<file path="src/rtl/reg_file_sb.sv">
// Parametrised register file with two combinational read ports, one write port,
// optional writeback bypass / hardwired zero register, and a busy-bit scoreboard.
module reg_file_sb #(
  parameter int unsigned DATA_W   = 16,
  parameter int unsigned ADDR_W   = 3,
  parameter int unsigned ZERO_REG = 0,
  parameter int unsigned BYPASS   = 1
) (
  input  logic                   CLK,
  input  logic                   RST,
  input  logic [ADDR_W-1:0]      RS_ID,
  input  logic [ADDR_W-1:0]      RT_ID,
  output logic [DATA_W-1:0]      Reg_RData1,
  output logic [DATA_W-1:0]      Reg_RData2,
  input  logic [ADDR_W-1:0]      REG_W_ID,
  input  logic                   Reg_WE,
  input  logic [DATA_W-1:0]      Reg_WData,
  input  logic                   Issue_Valid,
  input  logic                   Issue_WE,
  input  logic [ADDR_W-1:0]      Issue_WID,
  output logic                   Issue_Accept,
  output logic                   Hazard,
  output logic [2**ADDR_W-1:0]   Busy_Vec
);

  localparam int unsigned DEPTH  = 2**ADDR_W;
  localparam bit          ZR_EN  = (ZERO_REG != 0);
  localparam bit          BYP_EN = (BYPASS != 0);

  logic [DATA_W-1:0] regs_q [DEPTH];
  logic [DEPTH-1:0]  busy_q, busy_d;
  logic [DEPTH-1:0]  eff_busy_c;
  logic              wr_en_c;
  logic              byp1_c, byp2_c;
  logic              zero1_c, zero2_c;
  logic              claim_c;

  // Writes to the hardwired zero register are dropped.
  assign wr_en_c = Reg_WE & ~(ZR_EN && (REG_W_ID == '0));

  always_ff @(posedge CLK or posedge RST) begin
    if (RST) begin
      for (int unsigned i = 0; i < DEPTH; i++) begin
        regs_q[i] <= '0;
      end
    end else if (wr_en_c) begin
      regs_q[REG_W_ID] <= Reg_WData;
    end
  end

  // Read ports: zero register beats bypass, bypass beats the array.
  always_comb begin
    zero1_c = ZR_EN && (RS_ID == '0);
    zero2_c = ZR_EN && (RT_ID == '0);
    byp1_c  = BYP_EN && wr_en_c && (REG_W_ID == RS_ID);
    byp2_c  = BYP_EN && wr_en_c && (REG_W_ID == RT_ID);
    if (zero1_c)     Reg_RData1 = '0;
    else if (byp1_c) Reg_RData1 = Reg_WData;
    else             Reg_RData1 = regs_q[RS_ID];
    if (zero2_c)     Reg_RData2 = '0;
    else if (byp2_c) Reg_RData2 = Reg_WData;
    else             Reg_RData2 = regs_q[RT_ID];
  end

  // A writeback in flight this cycle hides the busy bit when bypass is enabled.
  always_comb begin
    eff_busy_c = '0;
    for (int unsigned i = 0; i < DEPTH; i++) begin
      eff_busy_c[i] = busy_q[i] & ~(BYP_EN && Reg_WE && (REG_W_ID == ADDR_W'(i)));
    end
    if (ZR_EN) begin
      eff_busy_c[0] = 1'b0;
    end
  end

  assign Hazard       = Issue_Valid & (eff_busy_c[RS_ID] | eff_busy_c[RT_ID] |
                                       (Issue_WE & eff_busy_c[Issue_WID]));
  assign Issue_Accept = Issue_Valid & ~Hazard;
  assign claim_c      = Issue_Accept & Issue_WE & ~(ZR_EN && (Issue_WID == '0));

  // Clear on writeback first, then set on claim so a same-cycle claim survives.
  always_comb begin
    busy_d = busy_q;
    if (Reg_WE) begin
      busy_d[REG_W_ID] = 1'b0;
    end
    if (claim_c) begin
      busy_d[Issue_WID] = 1'b1;
    end
  end

  always_ff @(posedge CLK or posedge RST) begin
    if (RST) begin
      busy_q <= '0;
    end else begin
      busy_q <= busy_d;
    end
  end

  assign Busy_Vec = busy_q;

endmodule

</file>
<file path="config.mk">
export PLATFORM = sky130hd
export DESIGN_NAME = reg_file_sb
export DESIGN_NICKNAME = d
export VERILOG_FILES = /design/src/rtl/reg_file_sb.sv
export SDC_FILE = /design/constraint.sdc
export NUM_CORES = 1
export LEC_CHECK = 0
export BUFFER_PORTS_ARGS = -buffer_cell sky130_fd_sc_hd__buf_2
export CORE_ASPECT_RATIO = 1.4
export CORE_MARGIN = 3
export CORE_UTILIZATION = 61
export DETAILED_ROUTE_END_ITERATION = 6
export GPL_TIMING_DRIVEN = 0
export PLACE_DENSITY_LB_ADDON = 0.15
export SYNTH_ARGS = -nofsm -noshare
export SYNTH_HDL_FRONTEND = slang
export SYNTH_SLANG_ARGS = --single-unit
</file>
<file path="constraint.sdc">
create_clock -name CLK -period 7.8 [get_ports CLK]
set_clock_uncertainty 0.15 [all_clocks]
set_input_delay 0.39 -clock CLK [delete_from_list [all_inputs] [get_ports CLK]]
set_output_delay 0.39 -clock CLK [all_outputs]
set_load 0.03 [all_outputs]
</file>
==> results.cfg, run 1 <==
[logic_synthesis]
synth_area_mm2 = 0.00778
syn_inst = 638
synth-async-reset-ratio = 1.00
synth_fp_nets = 671
syn_area_per_cell_um2 = 12.2
synth.distinct_cells = 38
synth-seq-cells = 136
ys_seq_area_frac = 0.438
synth_edf_count = 0
yosysWarnings = 0
ys.flop_type = dfrtp_1

[grt]
grt_first_pass_wirelength_um = 32800
gr-total-overflow = 0
gr-usage-met2 = 0.503
grt_pass1_vias = 6117
grt_use_total = 0.310
gr-usage-met1 = 0.392
grt_max_degree = 105
use_met3 = 0.0647
antenna_found_initial = 0
grt-busiest-layer = met2

[floorplan]
die_height_um = 140
coreArea_mm2 = 0.0124
io-pin-count = 75
start_util = 0.629
rows = 48
die_w_um = 101
dieArea_mm2 = 0.0142

[setup_path]
cp_slowest_cell = clkbuf_1
worstPathBufferInverterCount = 5
critical-path-max-stage-delay_ns = 0.58
crit_path_max_fanout = 10
critPathKind = input port to output pin
reg2reg_slack_ns = 5.48
cp-start-kind = input port
crit_chain = buf_2 > buf_1 > buf_2 > xnor2_1 > nand4_1 > clkbuf_1 > nor2_1 > a21oi_1 > buf_2
path_common_cell = buf_2
worstPathRequired_ns = 7.26
ff2ff_path_depth = 6
r2r-end = Busy_Vec[0]
crit_family = buffers and inverters
critPathArrivalTime_ns = 3.00
end_kind = output pin
worstReg2RegStart = Busy_Vec[6]

[sta]
maxSlewViolCount = 0
setup_slack_ns = 4.26
final.setup.tns_ns = 0
hold_slack_ns = 0.101
slew_headroom = 0.354
tightest_slew_ns = 0.970
min_period_ns = 3.54
hold_viol = 0
setup-violations-final = 0
fmax_mhz = 282
period_share = 0.454
rsz0062_at_grt = false

[clock_network]
cts_root_buf = clkbuf_16
htreeDepth = 4
cts_tree = done
cts_buffers = 17
cts.clk_slew.worst_paths_ns = 0.06
cts.sinks = 136
cts_resized = 0
clock_latency_ns = 0.42
ctsLongestPathBuffers = 2

[finish]
insertedDiodeCount = 0
layout.nets = 747
final_common_cell = dfrtp_1
final_cell_mix = 136 x dfrtp_1, 115 x nand2_1, 96 x mux2_2
area_growth_pct = 14.1
drive_above_1_share = 0.367
fillers = 884
multi_input_area_mm2 = 0.00408
ff_latch_area_mm2 = 0.00340

[routing]
detail_route.first_pass.iterations = 5
drtAntennaViolNets = 0
drt_wl_total_um = 21100
drt_iter0_drc = 504
routed_via_density = 6.64
post-route-drc-count = 0
wl_per_cell_um = 24.1
vias = 5827

[pwr]
p_leak_nw = 3.92
internal-power_w = 0.00171
combPwrFrac = 0.284
power_switching_w = 0.000787
seqPwrFrac = 0.391
swShare = 0.315
vdd_drop_max_v = 0.000168
powerDensity_mw_per_mm2 = 282
p_clk_frac = 0.325

[job]
drv_cap = 0

[placement]
dp_hpwl_um = 13900
place_ws_ns = 4.37
port_buffers = 55
gp_congestion = 0.860

[hold_path]
min-delay-start = Issue_WID[0]
hold_class = input port to register
min_to = Busy_Vec[2]
whs_path_depth = 2

[outcome]
status = finished, final reports clean
-- per-stage QoR --
stage / power, W / instances / util / area [um2]
final: 0.00250 / 877 / 0.717 / 8870
after global routing: 0.00260 / 877 / 0.717 / 8870
after CTS: 0.00250 / 877 / 0.717 / 8870
after detailed placement: 0.00168 / 844 / 0.669 / 8270
after global placement: 0.00164 / 843 / 0.666 / 8240
after floorplan: 0.00149 / 638 / - / 7780
-- registers in the layout, indices dropped and copies added (netlist names) --
signal,flops
regs_q,128
Busy_Vec,8
-- synth_stat cells, drive strengths merged (2+ instances only) --
cell type	n	area [um2]
inv	6	22.5
nand3	2	10.0
clkbuf	42	158
mux2i	32	320
dfrtp	136	3400
buf	22	110
nand2	115	432
a32o	2	20.0
a32oi	2	17.5
xnor2	6	52.6
nor2	37	139
nand2b	3	18.8
o32ai	5	43.8
a21oi	35	175
and4bb	2	25.0
nor2b	4	25.0
o31ai	4	30.0
mux4	65	1460
nand4b	3	41.3
o21ai	4	23.8
mux2	96	1080
nand4	3	18.8
-- timing repair --
| action | in CTS | in global routing |
|---|---|---|
| hold endpoints to repair | 32 | 0 |
| hold buffers | 1 | 0 |
| buffers inserted | 0 | 0 |
-- power by group through the flow --
| stage | Combinational, W | Clock [W] | Sequential, W |
|---|---|---|---|
| finish | 0.000710 | 0.000813 | 0.000976 |
| global route | 0.000756 | 0.000845 | 0.000993 |
| CTS | 0.000710 | 0.000815 | 0.000971 |
| detailed placement | 0.000704 | 0 | 0.000981 |
| global placement | 0.000682 | 0 | 0.000962 |
| floorplan | 0.000529 | 0 | 0.000963 |
-- area by class of cell --
cell class	instances	share of cell area
clock inverter	9	0.0138
timing repair buffer	57	0.0353
multi-input combinational	432	0.460
clock buffer	23	0.0527
inverter	6	0.00310
buffer	64	0.0302
sequential	136	0.384
tap	150	0.0212
-- layer usage --
layer  share of wire  wire length [um]  vias up
li1                -                 -     2477
met4           0.045               947        0
met5               0                 0        -
met1            0.37              7780     2997
met3           0.075              1590       67
met2            0.51             10800      286
-- cells by family (layout without fill, tap and decap cells) --
kind of cell	after synthesis	count (layout)	share of synthesized area
mux	193	193	0.368
simple gates	176	176	0.101
flops	136	136	0.438
buf+inv	70	159	0.0373
compound gates	57	57	0.0489
xor+xnor	6	6	0.00676
-- worst register-to-register path, stage by stage, from the launching register on --
cell and delay (ns):
dfrtp_1 0.42, nor2b_1 0.15, a32o_1 0.21, mux4_2 0.51, a2111oi_4 0.25, o21ai_2 0.20
o41ai_2 0.32
-- worst max-delay path by stage --
stage / from / endpoint / slack, ns / cells past startpoint
after detailed placement: RT_ID[0] / Reg_RData2[1] / 4.37 / 9
after floorplan: RST / Busy_Vec[0] / 3.62 / 1
after global placement: RST / Busy_Vec[1] / 2.25 / 2
after global routing: RT_ID[0] / Reg_RData2[3] / 4.04 / 9
after CTS: RT_ID[0] / Reg_RData2[1] / 4.32 / 9
final: RT_ID[0] / Reg_RData2[1] / 4.26 / 9
(Power assumes the default switching activity.)
==> run 2: changes to the inputs <==
Settings changed: CORE_UTILIZATION 61 to 54.
Clock period 7.8 ns to 3.1 ns, I/O delays scaled along.
==> run 2 against run 1 <==
  * Worst hold slack lost 0.017 ns
  * Combinational power grew to 2.6 times the previous value
  * Clock power grew to 2.5 times the previous value
  * Cell count grew 6.6%
  * Worst setup slack lost 4.1 ns
  * Register-to-register slack lost 5.2 ns
  * First-iteration DRC count shrank 18%
  * Global-route usage shrank 2.6 points
  * Critical path depth is the same
  * Count of clock-buffer cells in the layout shrank 3
  * Via count grew 1.2%
  * Die area grew 12%
  * Largest power group unchanged
==> results.cfg, run 2 (same netlist as run 1, synthesis figures left out) <==
[outcome]
status = finished, final reports clean

[routing]
wl_per_cell_um = 23.1
detail_route.first_pass.iterations = 5
post-route-drc-count = 0
routed_via_density = 6.31
drt_wl_total_um = 21600
drt_iter0_drc = 413
drtAntennaViolNets = 0
vias = 5898

[placement]
port_buffers = 55
dp_hpwl_um = 14500
placed_cell_area_mm2 = 0.00835
gp_congestion = 0.832

[setup_path]
critPathKind = input port to output pin
critPathArrivalTime_ns = 2.62
worstPathRequired_ns = 2.79
cp-start-kind = input port
end_kind = output pin
crit_path_max_fanout = 10

[grt]
grt_use_total = 0.284
antenna_found_initial = 0
grt_first_pass_wirelength_um = 33700
gr-total-overflow = 0
grt_max_degree = 45
grt_pass1_vias = 6160

[pwr]
vdd_drop_max_v = 0.000363
p_clk_frac = 0.326
power_switching_w = 0.00201
seqPwrFrac = 0.387
swShare = 0.318
powerDensity_mw_per_mm2 = 690
p_leak_nw = 4.04
internal-power_w = 0.00432
combPwrFrac = 0.287

[finish]
final_cell_mix = 136 x dfrtp_1, 115 x nand2_1, 96 x mux2_2
final_core_util = 0.653
final_common_cell = dfrtp_1
insertedDiodeCount = 0
top_register = regs_q
largest_reg_flops = 128
design_area_mm2 = 0.00917
fillers = 1081
multi_input_area_mm2 = 0.00408
ff_latch_area_mm2 = 0.00340
area_growth_pct = 17.9
drive_above_1_share = 0.368
layout.nets = 770

[clock_network]
cts_setup_buffers = 0
cts.clk_slew.worst_paths_ns = 0.06
cts_tree = done
htreeDepth = 4
cts.sinks = 136
ctsLongestPathBuffers = 2
clock_latency_ns = 0.42
cts_buffers = 17
cts_root_buf = clkbuf_16

[floorplan]
rows = 51
dieArea_mm2 = 0.0159
io-pin-count = 75
start_util = 0.554
die_w_um = 107
coreArea_mm2 = 0.0140
die_height_um = 148

[sta]
min_period_ns = 2.93
hold_viol = 0
period_share = 0.944
fmax_mhz = 342
hold_slack_ns = 0.0838
maxSlewViolCount = 0
setup-violations-final = 0
slew_headroom = 0.359
rsz0062_at_grt = false
final.setup.tns_ns = 0
tightest_slew_ns = 0.962

[hold_path]
hold_class = input port to register

[job]
drv_cap = 0
## run 2: cell types whose count changed in the layout (fill, tap and decap cells not counted), sizes merged
cell / change
dlygate4sd3: +21
buf: +1
inv: -1
clkinv: +2
clkinvlp: +2
clkbuf: -2
## run 2: worst paths after layout
check / slack (ns) / depth (start not counted) / to / start
max: 0.17 / 9 / Hazard / REG_W_ID[2]
min: 0.08 / 4 / Busy_Vec[5] / Issue_WE
max reg2reg: 0.29 / 7 / Busy_Vec[0] / Busy_Vec[6]
min reg2reg: 0.34 / 2 / regs_q[93] / regs_q[93]
max in group asynchronous: 1.51 / 6 / regs_q[13] / RST
min in group asynchronous: 0.17 / 3 / regs_q[83] / RST
## run 2: area by class of cell
type	count	share of cell area
inverter	6	0.00286
clock buffer	20	0.0487
buffer	64	0.0299
tap	185	0.0252
clock inverter	12	0.0165
multi-input combinational	432	0.445
timing repair buffer	80	0.0606
sequential	136	0.371
## run 2: what timing repair did
action,4_1_cts,5_1_grt
setup endpoints to repair,0,25
hold buffers,22,0
endpoints found under the hold margin,87,0
gates resized for setup,0,9
## run 2: per-stage QoR
| stage | setup slack (ns) | total power (W) | instances |
|---|---|---|---|
| 3_5_place_dp | 0.0404 | 0.00425 | 881 |
| 6_report | 0.175 | 0.00633 | 935 |
| 2_1_floorplan | 0.640 | 0.00376 | 638 |
| 4_1_cts | 0.0256 | 0.00634 | 935 |
| 5_1_grt | 0.0339 | 0.00659 | 935 |
| 3_3_place_gp | 0.143 | 0.00414 | 878 |
## run 2: power groups by stage
| stage | Clock (W) | Sequential [W] | Combinational, W |
|---|---|---|---|
| floorplan | 0 | 0.00242 | 0.00133 |
| global placement | 0 | 0.00241 | 0.00172 |
| detailed placement | 0 | 0.00247 | 0.00178 |
| CTS | 0.00208 | 0.00244 | 0.00182 |
| global route | 0.00215 | 0.00250 | 0.00193 |
| finish | 0.00206 | 0.00245 | 0.00182 |
## run 2: per-layer routing
metal | routed length, um | vias to the layer above | share of wire | track usage
met5 | 0 | - | 0 | 0
met2 | 11200 | 293 | 0.52 | 0.477
met4 | 765 | 0 | 0.035 | 0.123
li1 | - | 2526 | - | -
met3 | 1450 | 70 | 0.067 | 0.0524
met1 | 8240 | 3009 | 0.38 | 0.361
## run 2: critical path, stage by stage
cell	delay [ns]
buf_2	0.11
buf_4	0.17
nor4b_4	0.71
o32ai_1	0.15
mux4_2	0.51
a2111oi_4	0.24
o21ai_2	0.20
and2_1	0.20
buf_2	0.17
==> run 3: changes to the inputs <==
Settings changed: ABC_AREA set to 1.
==> run 3 against run 2 <==
  * Maximum frequency rose by 11%
  * Power fell by 6.4%
  * Wire length rose by 35%
  * Count of clock-buffer cells in the layout rose by 1
  * Non-clock buffer count rose by 20
  * Clock power rose by 4%
  * Worst setup slack improved by 0.30 ns
  * Critical path type unchanged
  * First-iteration DRC count rose by 110%
  * Synthesized area fell by 0.93%
  * Global-route usage rose by 9.2 points
==> results.cfg, run 3 <==
[sta]
slew_headroom = 0.503
hold_slack_ns = 0.0258
hold_viol = 0
tightest_slew_ns = 0.745
period_share = 0.847
final.setup.tns_ns = 0
maxSlewViolCount = 0
fmax_mhz = 381
rsz0062_at_grt = false
min_period_ns = 2.63
setup-violations-final = 0

[logic_synthesis]
ys_top_cells_by_area = dfrtp_1 44%, o21ai_0 18%, nand2_1 10%
synth_top_area_frac = 0.442
ys_seq_area_frac = 0.442
synth.most_common_cell = o21ai_0
ys.flop_type = dfrtp_1
synth_fp_nets = 1086
synth_area_mm2 = 0.00770
synth_edf_count = 0
synth-async-reset-ratio = 1.00
synth-seq-cells = 136
yosysWarnings = 0
synth.distinct_cells = 25
syn_inst = 1053
synth_top_cell_by_area = dfrtp_1
syn_area_per_cell_um2 = 7.32
synth_common_cells = 277 x o21ai_0, 212 x nand2_1, 136 x dfrtp_1

[grt]
grt_use_total = 0.376
gr-total-overflow = 0
grt_pass1_vias = 8345
grt_first_pass_wirelength_um = 45400
antenna_found_initial = 0
grt_max_degree = 45

[finish]
layout.nets = 1185
top_register = regs_q
drive_above_1_share = 0.114
final_cell_mix = 277 x o21ai_0, 212 x nand2_1, 136 x dfrtp_1
largest_reg_flops = 128
final_core_util = 0.650
insertedDiodeCount = 0
area_growth_pct = 17.4
final_common_cell = o21ai_0

[pwr]
finalPower_w = 0.00592
vdd_drop_max_v = 0.000441
p_leak_nw = 4.22
powerDensity_mw_per_mm2 = 654

[clock_network]
htreeDepth = 4
cts_buffers = 17
cts.clk_slew.worst_paths_ns = 0.06
cts.sinks = 136
cts_setup_buffers = 0
cts_root_buf = clkbuf_16
clock_latency_ns = 0.43
cts_tree = done
cts_resized = 0
ctsLongestPathBuffers = 2

[routing]
vias = 8438
routed_via_density = 6.26
post-route-drc-count = 0
detail_route.first_pass.iterations = 6
drt_iter0_drc = 879
drt_wl_total_um = 29100
wl_per_cell_um = 21.6
drtAntennaViolNets = 0

[floorplan]
die_height_um = 147
dieArea_mm2 = 0.0158
die_w_um = 107
start_util = 0.554
io-pin-count = 75
coreArea_mm2 = 0.0139
rows = 51

[setup_path]
critPathKind = input port to output pin
critPathArrivalTime_ns = 2.32
cp-start-kind = input port
crit_path_max_fanout = 10
worstPathRequired_ns = 2.79
end_kind = output pin

[placement]
port_buffers = 68
dp_hpwl_um = 21300
gp_congestion = 1.02

[outcome]
status = finished, final reports clean

[job]
drv_cap = 0

[hold_path]
hold_class = input port to register
run 3: cell count changes in the layout (fill, tap and decap cells not counted), sizes merged, moves of 8 or more:
cell,previous run,this run
o21ai,4,277
nand2,115,219
mux2,96,0
inv,5,80
mux4,65,0
o211ai,0,60
nand3,2,53
a21oi,35,72
mux2i,32,0
clkbuf,63,83
buf,79,93
dlygate4sd3,22,9
o22ai,0,8
run 3: critical path, cell delays in order:
cell and delay (ns):
buf_2 0.19, inv_1 0.13, clkbuf_1 0.56, clkbuf_1 0.54, nand3_1 0.19, o211ai_1 0.12, o21ai_0 0.19, buf_2 0.24
run 3: what timing repair did:
action | in CTS | in global routing
hold endpoints to repair | 36 | 0
hold buffers | 9 | 0
setup endpoints to repair | 0 | 0
run 3: layer usage:
layer / global-route usage / vias to the layer above / routed length (um)
li1: - / 3805 / -
met1: 0.469 / 3930 / 11000
met2: 0.611 / 554 / 13800
met3: 0.0611 / 149 / 2640
met4: 0.223 / 0 / 1650
met5: 0 / - / 0
run 3: area by class of cell:
type	instances	area, um2
repair buffers	80	490
clock inverters	8	146
flip-flops and latches	136	3400
multi-input cells	752	3650
clock buffers	21	470
plain buffers	84	350
fillers	1274	4860
inverters	81	308
well taps	185	231
run 3: worst paths after layout:
| kind | start | endpoint | slack, ns | cells after the start |
|---|---|---|---|---|
| min | Reg_WData[11] | regs_q[107] | 0.03 | 3 |
| max reg2reg | Busy_Vec[5] | Busy_Vec[3] | 0.99 | 10 |
| min in group asynchronous | RST | regs_q[44] | 0.22 | 3 |
| max | RT_ID[2] | Reg_RData2[13] | 0.47 | 8 |
| min reg2reg | regs_q[79] | regs_q[79] | 0.33 | 2 |
| max in group asynchronous | RST | regs_q[98] | 1.71 | 5 |
run 3: power by group:
part | switching [W] | total (W) | internal [W]
clock | 0.000756 | 0.00215 | 0.00139
sequential | 0.000274 | 0.00238 | 0.00211
combinational | 0.000950 | 0.00139 | 0.000440
run 3: logic make-up (layout without fill, tap and decap cells):
kind of cell           count (synthesis)  count (layout)  share of synthesized area
buffers and inverters                165             274                     0.0849
and+or+nand+nor                      332             332                      0.178
AOI/OAI and AO/OA                    420             420                      0.295
DFF                                  136             136                      0.442
run 3: per-stage QoR:
step / setup slack, ns / area [um2] / std cells
after CTS: 0.602 / 9050 / 1347
after global placement: 0.249 / 8280 / 1306
final: 0.475 / 9050 / 1347
after global routing: 0.463 / 9050 / 1347
after detailed placement: 0.607 / 8340 / 1309
after floorplan: 1.06 / 7710 / 1053
